[src/rtl/lsu_pkg.sv]
// Load/store unit shared types: FSM states, RV32I width codes,
// idle write-enable value and width/legality helpers.
package lsu_pkg;

  typedef enum logic [1:0] {
    IDLE = 2'd0,
    ACC0 = 2'd1,
    ACC1 = 2'd2
  } state_e;

  localparam logic [2:0] F3_B  = 3'd0;
  localparam logic [2:0] F3_H  = 3'd1;
  localparam logic [2:0] F3_W  = 3'd2;
  localparam logic [2:0] F3_BU = 3'd4;
  localparam logic [2:0] F3_HU = 3'd5;

  localparam logic [3:0] WE_NONE = 4'hF;

  function automatic logic f3_legal(
    input logic       store,
    input logic [2:0] f3
  );
    if (store) return f3 inside {F3_B, F3_H, F3_W};
    return f3 inside {F3_B, F3_H, F3_W, F3_BU, F3_HU};
  endfunction

  // Active-high lane mask for the access size, lane 0 aligned
  function automatic logic [3:0] size_mask(input logic [2:0] f3);
    case (f3[1:0])
      2'd0:    return 4'b0001;
      2'd1:    return 4'b0011;
      2'd2:    return 4'b1111;
      default: return 4'b0000;
    endcase
  endfunction

endpackage

[src/rtl/lsu_align.sv]
// Combinational alignment: store rotate, two-word lane masks,
// split detect and load extract with sign/zero extension.
// Ports: legal_i/funct3_i/off_i/wdata_i/word0_i/word1_i in;
//        wrot_o, lane0_o, lane1_o, split_o, rdata_o out.
module lsu_align
  import lsu_pkg::*;
(
  input  logic        legal_i,
  input  logic [2:0]  funct3_i,
  input  logic [1:0]  off_i,
  input  logic [31:0] wdata_i,
  input  logic [31:0] word0_i,
  input  logic [31:0] word1_i,
  output logic [31:0] wrot_o,
  output logic [3:0]  lane0_o,
  output logic [3:0]  lane1_o,
  output logic        split_o,
  output logic [31:0] rdata_o
);

  logic [4:0]  sh;
  logic [7:0]  span;
  logic [63:0] dbl;
  logic [63:0] pair;
  logic [31:0] raw;

  assign sh = {off_i, 3'b000};

  // Lanes past 3 spill into the next word
  assign span = legal_i
              ? ({4'b0000, size_mask(funct3_i)} << off_i)
              : 8'h00;
  assign lane0_o = span[3:0];
  assign lane1_o = span[7:4];
  assign split_o = |span[7:4];

  // Upper half of a doubled word shifted left is a rotate
  assign dbl    = {wdata_i, wdata_i} << sh;
  assign wrot_o = dbl[63:32];

  assign pair = {word1_i, word0_i} >> sh;
  assign raw  = pair[31:0];

  always_comb begin
    rdata_o = raw;
    case (funct3_i)
      F3_B:  rdata_o = {{24{raw[7]}}, raw[7:0]};
      F3_H:  rdata_o = {{16{raw[15]}}, raw[15:0]};
      F3_BU: rdata_o = {24'h0, raw[7:0]};
      F3_HU: rdata_o = {16'h0, raw[15:0]};
      default: rdata_o = raw;
    endcase
  end

endmodule

[src/rtl/load_store_unit.sv]
// RV32I load/store unit: one request at a time, misaligned
// accesses split over two consecutive data-memory words.
// Ports: clock/reset_L, lsu_req_* handshake in, lsu_resp_* out,
//        dataMem_* word-addressed memory with byte-lane WE_L.
module load_store_unit
  import lsu_pkg::*;
#(
  parameter int ADDR_WIDTH = 12,
  parameter int DATA_WIDTH = 32
) (
  input  logic                  clock,
  input  logic                  reset_L,
  input  logic                  lsu_req_valid,
  output logic                  lsu_req_ready,
  input  logic                  lsu_req_store,
  input  logic [2:0]            lsu_req_funct3,
  input  logic [ADDR_WIDTH+1:0] lsu_req_addr,
  input  logic [DATA_WIDTH-1:0] lsu_req_wdata,
  output logic                  lsu_resp_valid,
  output logic [DATA_WIDTH-1:0] lsu_resp_rdata,
  output logic                  lsu_resp_err,
  output logic [ADDR_WIDTH-1:0] dataMem_addr,
  output logic [DATA_WIDTH-1:0] dataMem_in,
  output logic [3:0]            dataMem_WE_L,
  input  logic [DATA_WIDTH-1:0] dataMem_out
);

  state_e                state_q;
  logic                  store_q;
  logic [2:0]            f3_q;
  logic [ADDR_WIDTH+1:0] addr_q;
  logic [31:0]           wdata_q;
  logic [31:0]           word0_q;
  logic                  resp_valid_q;
  logic [31:0]           rdata_q;
  logic                  err_q;

  logic                  legal;
  logic [ADDR_WIDTH-1:0] w;
  logic [31:0]           word0;
  logic [31:0]           wrot;
  logic [3:0]            lane0;
  logic [3:0]            lane1;
  logic                  split;
  logic [31:0]           ext;

  assign legal = f3_legal(store_q, f3_q);
  assign w     = addr_q[ADDR_WIDTH+1:2];
  // First word is still on the bus when an unsplit load finishes
  assign word0 = (state_q == ACC0) ? dataMem_out : word0_q;

  lsu_align u_align (
    .legal_i  (legal),
    .funct3_i (f3_q),
    .off_i    (addr_q[1:0]),
    .wdata_i  (wdata_q),
    .word0_i  (word0),
    .word1_i  (dataMem_out),
    .wrot_o   (wrot),
    .lane0_o  (lane0),
    .lane1_o  (lane1),
    .split_o  (split),
    .rdata_o  (ext)
  );

  always_comb begin
    dataMem_addr = '0;
    dataMem_in   = '0;
    dataMem_WE_L = WE_NONE;
    case (state_q)
      ACC0: begin
        dataMem_addr = w;
        dataMem_in   = wrot;
        if (store_q) dataMem_WE_L = ~lane0;
      end
      ACC1: begin
        dataMem_addr = w + 1'b1;
        dataMem_in   = wrot;
        if (store_q) dataMem_WE_L = ~lane1;
      end
      default: ;
    endcase
  end

  always_ff @(posedge clock or negedge reset_L) begin
    if (!reset_L) begin
      state_q      <= IDLE;
      store_q      <= 1'b0;
      f3_q         <= '0;
      addr_q       <= '0;
      wdata_q      <= '0;
      word0_q      <= '0;
      resp_valid_q <= 1'b0;
      rdata_q      <= '0;
      err_q        <= 1'b0;
    end else begin
      resp_valid_q <= 1'b0;
      rdata_q      <= '0;
      err_q        <= 1'b0;
      case (state_q)
        IDLE: begin
          if (lsu_req_valid) begin
            store_q <= lsu_req_store;
            f3_q    <= lsu_req_funct3;
            addr_q  <= lsu_req_addr;
            wdata_q <= lsu_req_wdata;
            state_q <= ACC0;
          end
        end
        ACC0: begin
          word0_q <= dataMem_out;
          if (split) begin
            state_q <= ACC1;
          end else begin
            state_q      <= IDLE;
            resp_valid_q <= 1'b1;
            err_q        <= ~legal;
            rdata_q      <= (store_q || !legal) ? '0 : ext;
          end
        end
        ACC1: begin
          state_q      <= IDLE;
          resp_valid_q <= 1'b1;
          err_q        <= ~legal;
          rdata_q      <= (store_q || !legal) ? '0 : ext;
        end
        default: state_q <= IDLE;
      endcase
    end
  end

  assign lsu_req_ready  = (state_q == IDLE);
  assign lsu_resp_valid = resp_valid_q;
  assign lsu_resp_rdata = rdata_q;
  assign lsu_resp_err   = err_q;

endmodule

[config.mk]
export PLATFORM = sky130hd
export DESIGN_NAME = load_store_unit
export DESIGN_NICKNAME = d
export VERILOG_FILES = /design/src/rtl/lsu_pkg.sv /design/src/rtl/lsu_align.sv /design/src/rtl/load_store_unit.sv
export SDC_FILE = /design/constraint.sdc
export NUM_CORES = 1
export LEC_CHECK = 0
export CAP_MARGIN = 10
export CORE_ASPECT_RATIO = 0.8
export CORE_MARGIN = 4
export CORE_UTILIZATION = 35
export CTS_BUF_LIST = sky130_fd_sc_hd__clkbuf_4 sky130_fd_sc_hd__clkbuf_8
export CTS_CLUSTER_DIAMETER = 150
export DETAILED_ROUTE_END_ITERATION = 6
export DONT_BUFFER_PORTS = 1
export HOLD_SLACK_MARGIN = 0.15
export SLEW_MARGIN = 30
export SYNTH_ARGS = -nofsm -noshare
export SYNTH_HDL_FRONTEND = slang
export SYNTH_HIERARCHICAL = 1
export SYNTH_SLANG_ARGS = --single-unit
[constraint.sdc]
create_clock -name clock -period 7.15 [get_ports clock]
set_input_delay 0.3575 -clock clock [delete_from_list [all_inputs] [get_ports clock]]
set_output_delay 0.3575 -clock clock [all_outputs]
set_load 0.03 [all_outputs]
==> results.yml <==
floorplan:
  std_cell_rows: 46
  core_area_um2: 19900
  die_y_um: 135
  die_x_um: 167
  start_util: 0.356
  dieArea_um2: 22600
  pin_count: 168
hold_path:
  min_path_cells: 2
  hold_start: "lsu_req_valid"
  holdCritPathClass: "in2reg"
  hold_path_end: "addr_q[1]"
grt:
  use_met3: 0.0671
  grt_antenna_before_repair: 0
  use_met1: 0.216
  grtUsageTotal: 0.157
  grt_pass1_wl_um: 27600
  grt_max_degree: 119
  top_usage_layer: "met2"
  grt_pass1_vias: 4807
  grt_overflow_total: 0
  grt_util_met2: 0.231
route:
  wl_um: 17800
  routed_via_density: 5.38
  wl_per_cell_um: 20.1
  dr.pass1.iters: 4
  vias: 4758
  drtIter0Drc: 220
  drc_errors: 0
  drtAntennaViolNets: 0
critical_path:
  cp.arrival_ps: 3020
  worstReg2RegStart: "addr_q[0]"
  cp.required_ps: 6790
  startpoint_type: "register"
  end_kind: "output pin"
  crit_type: "reg2out"
  worst-path-max-fanout: 42
  reg2reg_to: "lsu_resp_rdata[15]"
  reg2reg_depth: 9
  ff2ff_setup_slack_ps: 3920
outcome:
  status: "completed"
synth:
  ys.warnings.count: 6
  ys_ff_latch: 118
  synth_ff_type: "dfrtp_1"
  avgSynthCellArea_um2: 13.0
  syn_inst: 542
  synth_edf_count: 0
  synth_area_um2: 7070
  synth_cell_types: 49
  yosysSeqAreaShare: 0.417
  async_flop_share: 1.00
  synth_nets: 635
finish:
  antennaDiodeCount: 0
  fillers: 1850
  drive_above_1_share: 0.303
  area_growth_pct: 20.0
  final_nets: 701
timing:
  hold_violations: 0
  setup-violations-final: 0
  period_needed_ps: 3380
  worst_slew_pin_slew_ps: 894
  maxSlewHeadroom: 0.404
  fin_tns_setup_ps: 0
  fmax_mhz: 296
  drv_slew: 0
  period_share: 0.473
  fin_worst_skew_ps: 19.7
  rsz0062_at_grt: "no"
  fin_ws_ps: 3770
cts:
  cts_buffers: 17
  cts_tree: "built"
  cts_buffer_depth: 2
  clk_pin_slew_ps: 80
  cts_sinks: 118
  post_cts_resized: 0
  cts_root_buf: "clkbuf_8"
  clock_latency_ps: 460
  htreeDepth: 4
flow_run:
  max-cap-violations: 0
placement:
  gp_congestion: 0.852
  port-buffer-count: 0
  dp_slack_ps: 3760
  hpwlAfterDp_um: 12100
power:
  irDropWorstVdd_uv: 269
  power_density_nw_per_um2: 550
  leakage_nw: 3.53
## critical path, cell delays in order (launching register included)
cell and delay (ps):
dfrtp_4 790, buf_4 630, mux2_2 420, o21ai_0 190, nor2_1 70, inv_1 60, a221o_1 350
## cell families after synthesis
family                   synth area share
AO/OA/AOI/OAI                      0.0421
adder cells (fa/ha/maj)            0.0142
XOR/XNOR                          0.00619
multiplexers                        0.344
flip-flops                          0.417
buffers and inverters              0.0522
AND/OR/NAND/NOR                     0.123
other                            0.000530
## registers in the layout (all words and copies together) (netlist names)
register,count
store_q,1
f3_q,3
state_q,2
wdata_q,32
lsu_resp_valid,1
addr_q,14
lsu_resp_rdata,32
word0_q,32
lsu_resp_err,1
## cell usage in the layout, fill, tap and decap left out, drive strengths merged, types with 4 or more instances in the layout
cell         synthesis  final
dfrtp              118    118
ha                   8      8
mux2                89     89
mux4                60     60
nor2                11     11
nand4                4      4
nand2               24     24
clkbuf               6     19
a22oi                5      5
a21oi                4      4
and2                68     68
inv                 22     31
nor3                 4      4
dlygate4sd3          0     84
a221o                6      6
nand3               21     21
nor2b                5      5
mux2i                4      4
buf                 36      5
o21ai               15     15
## where the power goes
group | total, W | switching [W] | internal (W)
combinational | 0.00264 | 0.00145 | 0.00120
sequential | 0.00135 | 0.000392 | 0.000954
clock | 0.000682 | 0.000313 | 0.000370
## routing by layer
layer  share of wire  vias to the layer above
li1                -                     2123
met1            0.45                     2469
met5               0                        -
met4          0.0063                        0
met2            0.46                      158
met3           0.084                        8
## final cells by class
type | count | area [µm²] | area share
inverters | 22 | 82.6 | 0.00973
clock inverters | 13 | 180 | 0.0212
flip-flops and latches | 118 | 2960 | 0.349
well taps | 264 | 330 | 0.0389
multi-input cells | 360 | 3770 | 0.444
clock buffers | 19 | 255 | 0.0301
repair buffers | 89 | 911 | 0.107
## timing repair
item                                    CTS  global route
buffers inserted                          0             0
endpoints found under the hold margin   202             0
endpoints found under the setup margin    0             0
hold buffers                             85             0
## Yosys cell counts, drive strengths merged, types with 2 or more instances
cell type,instances,area (µm²)
a221o,6,60.1
and3b,2,18.8
xnor2,2,17.5
o311ai,2,25.0
and4,3,27.5
and3,3,18.8
mux4,60,1390
nor2,11,41.3
nand4,4,25.0
dfrtp,118,2950
nand2,24,90.1
and2,68,427
mux2,89,1000
clkbuf,6,23.8
nor3b,2,15.0
a22oi,5,51.3
nand2b,2,12.5
inv,22,82.6
nor2b,5,31.3
nand3b,2,15.0
buf,36,263
ha,8,100
nor3,4,25.0
o211ai,3,22.5
o21ai,15,75.1
mux2i,4,40.0
xor2,3,26.3
a21oi,4,20.0
nand3,21,110
## worst max path at each step
stage	start	end	slack, ps	cells after the start
6_report	addr_q[0]	dataMem_WE_L[2]	3770	6
5_1_grt	addr_q[0]	dataMem_WE_L[0]	3510	6
4_1_cts	addr_q[0]	dataMem_WE_L[0]	3690	6
3_5_place_dp	state_q[1]	lsu_resp_rdata[31]	3760	7
3_3_place_gp	state_q[1]	lsu_resp_rdata[31]	3860	7
2_1_floorplan	state_q[1]	lsu_resp_rdata[16]	4860	10
## metrics by stage
stage               total power (W)   util  area (µm²)  std cells  hold slack [ps]
global route                0.00497  0.427        8490        885              298
finish                      0.00467  0.427        8490        885              321
detailed placement          0.00393  0.360        7150        767             67.7
floorplan                   0.00352      -        7070        542             61.9
global placement            0.00386  0.360        7150        767             67.7
CTS                         0.00469  0.426        8460        884              281
Note: power is estimated with default switching activity, not from simulation.
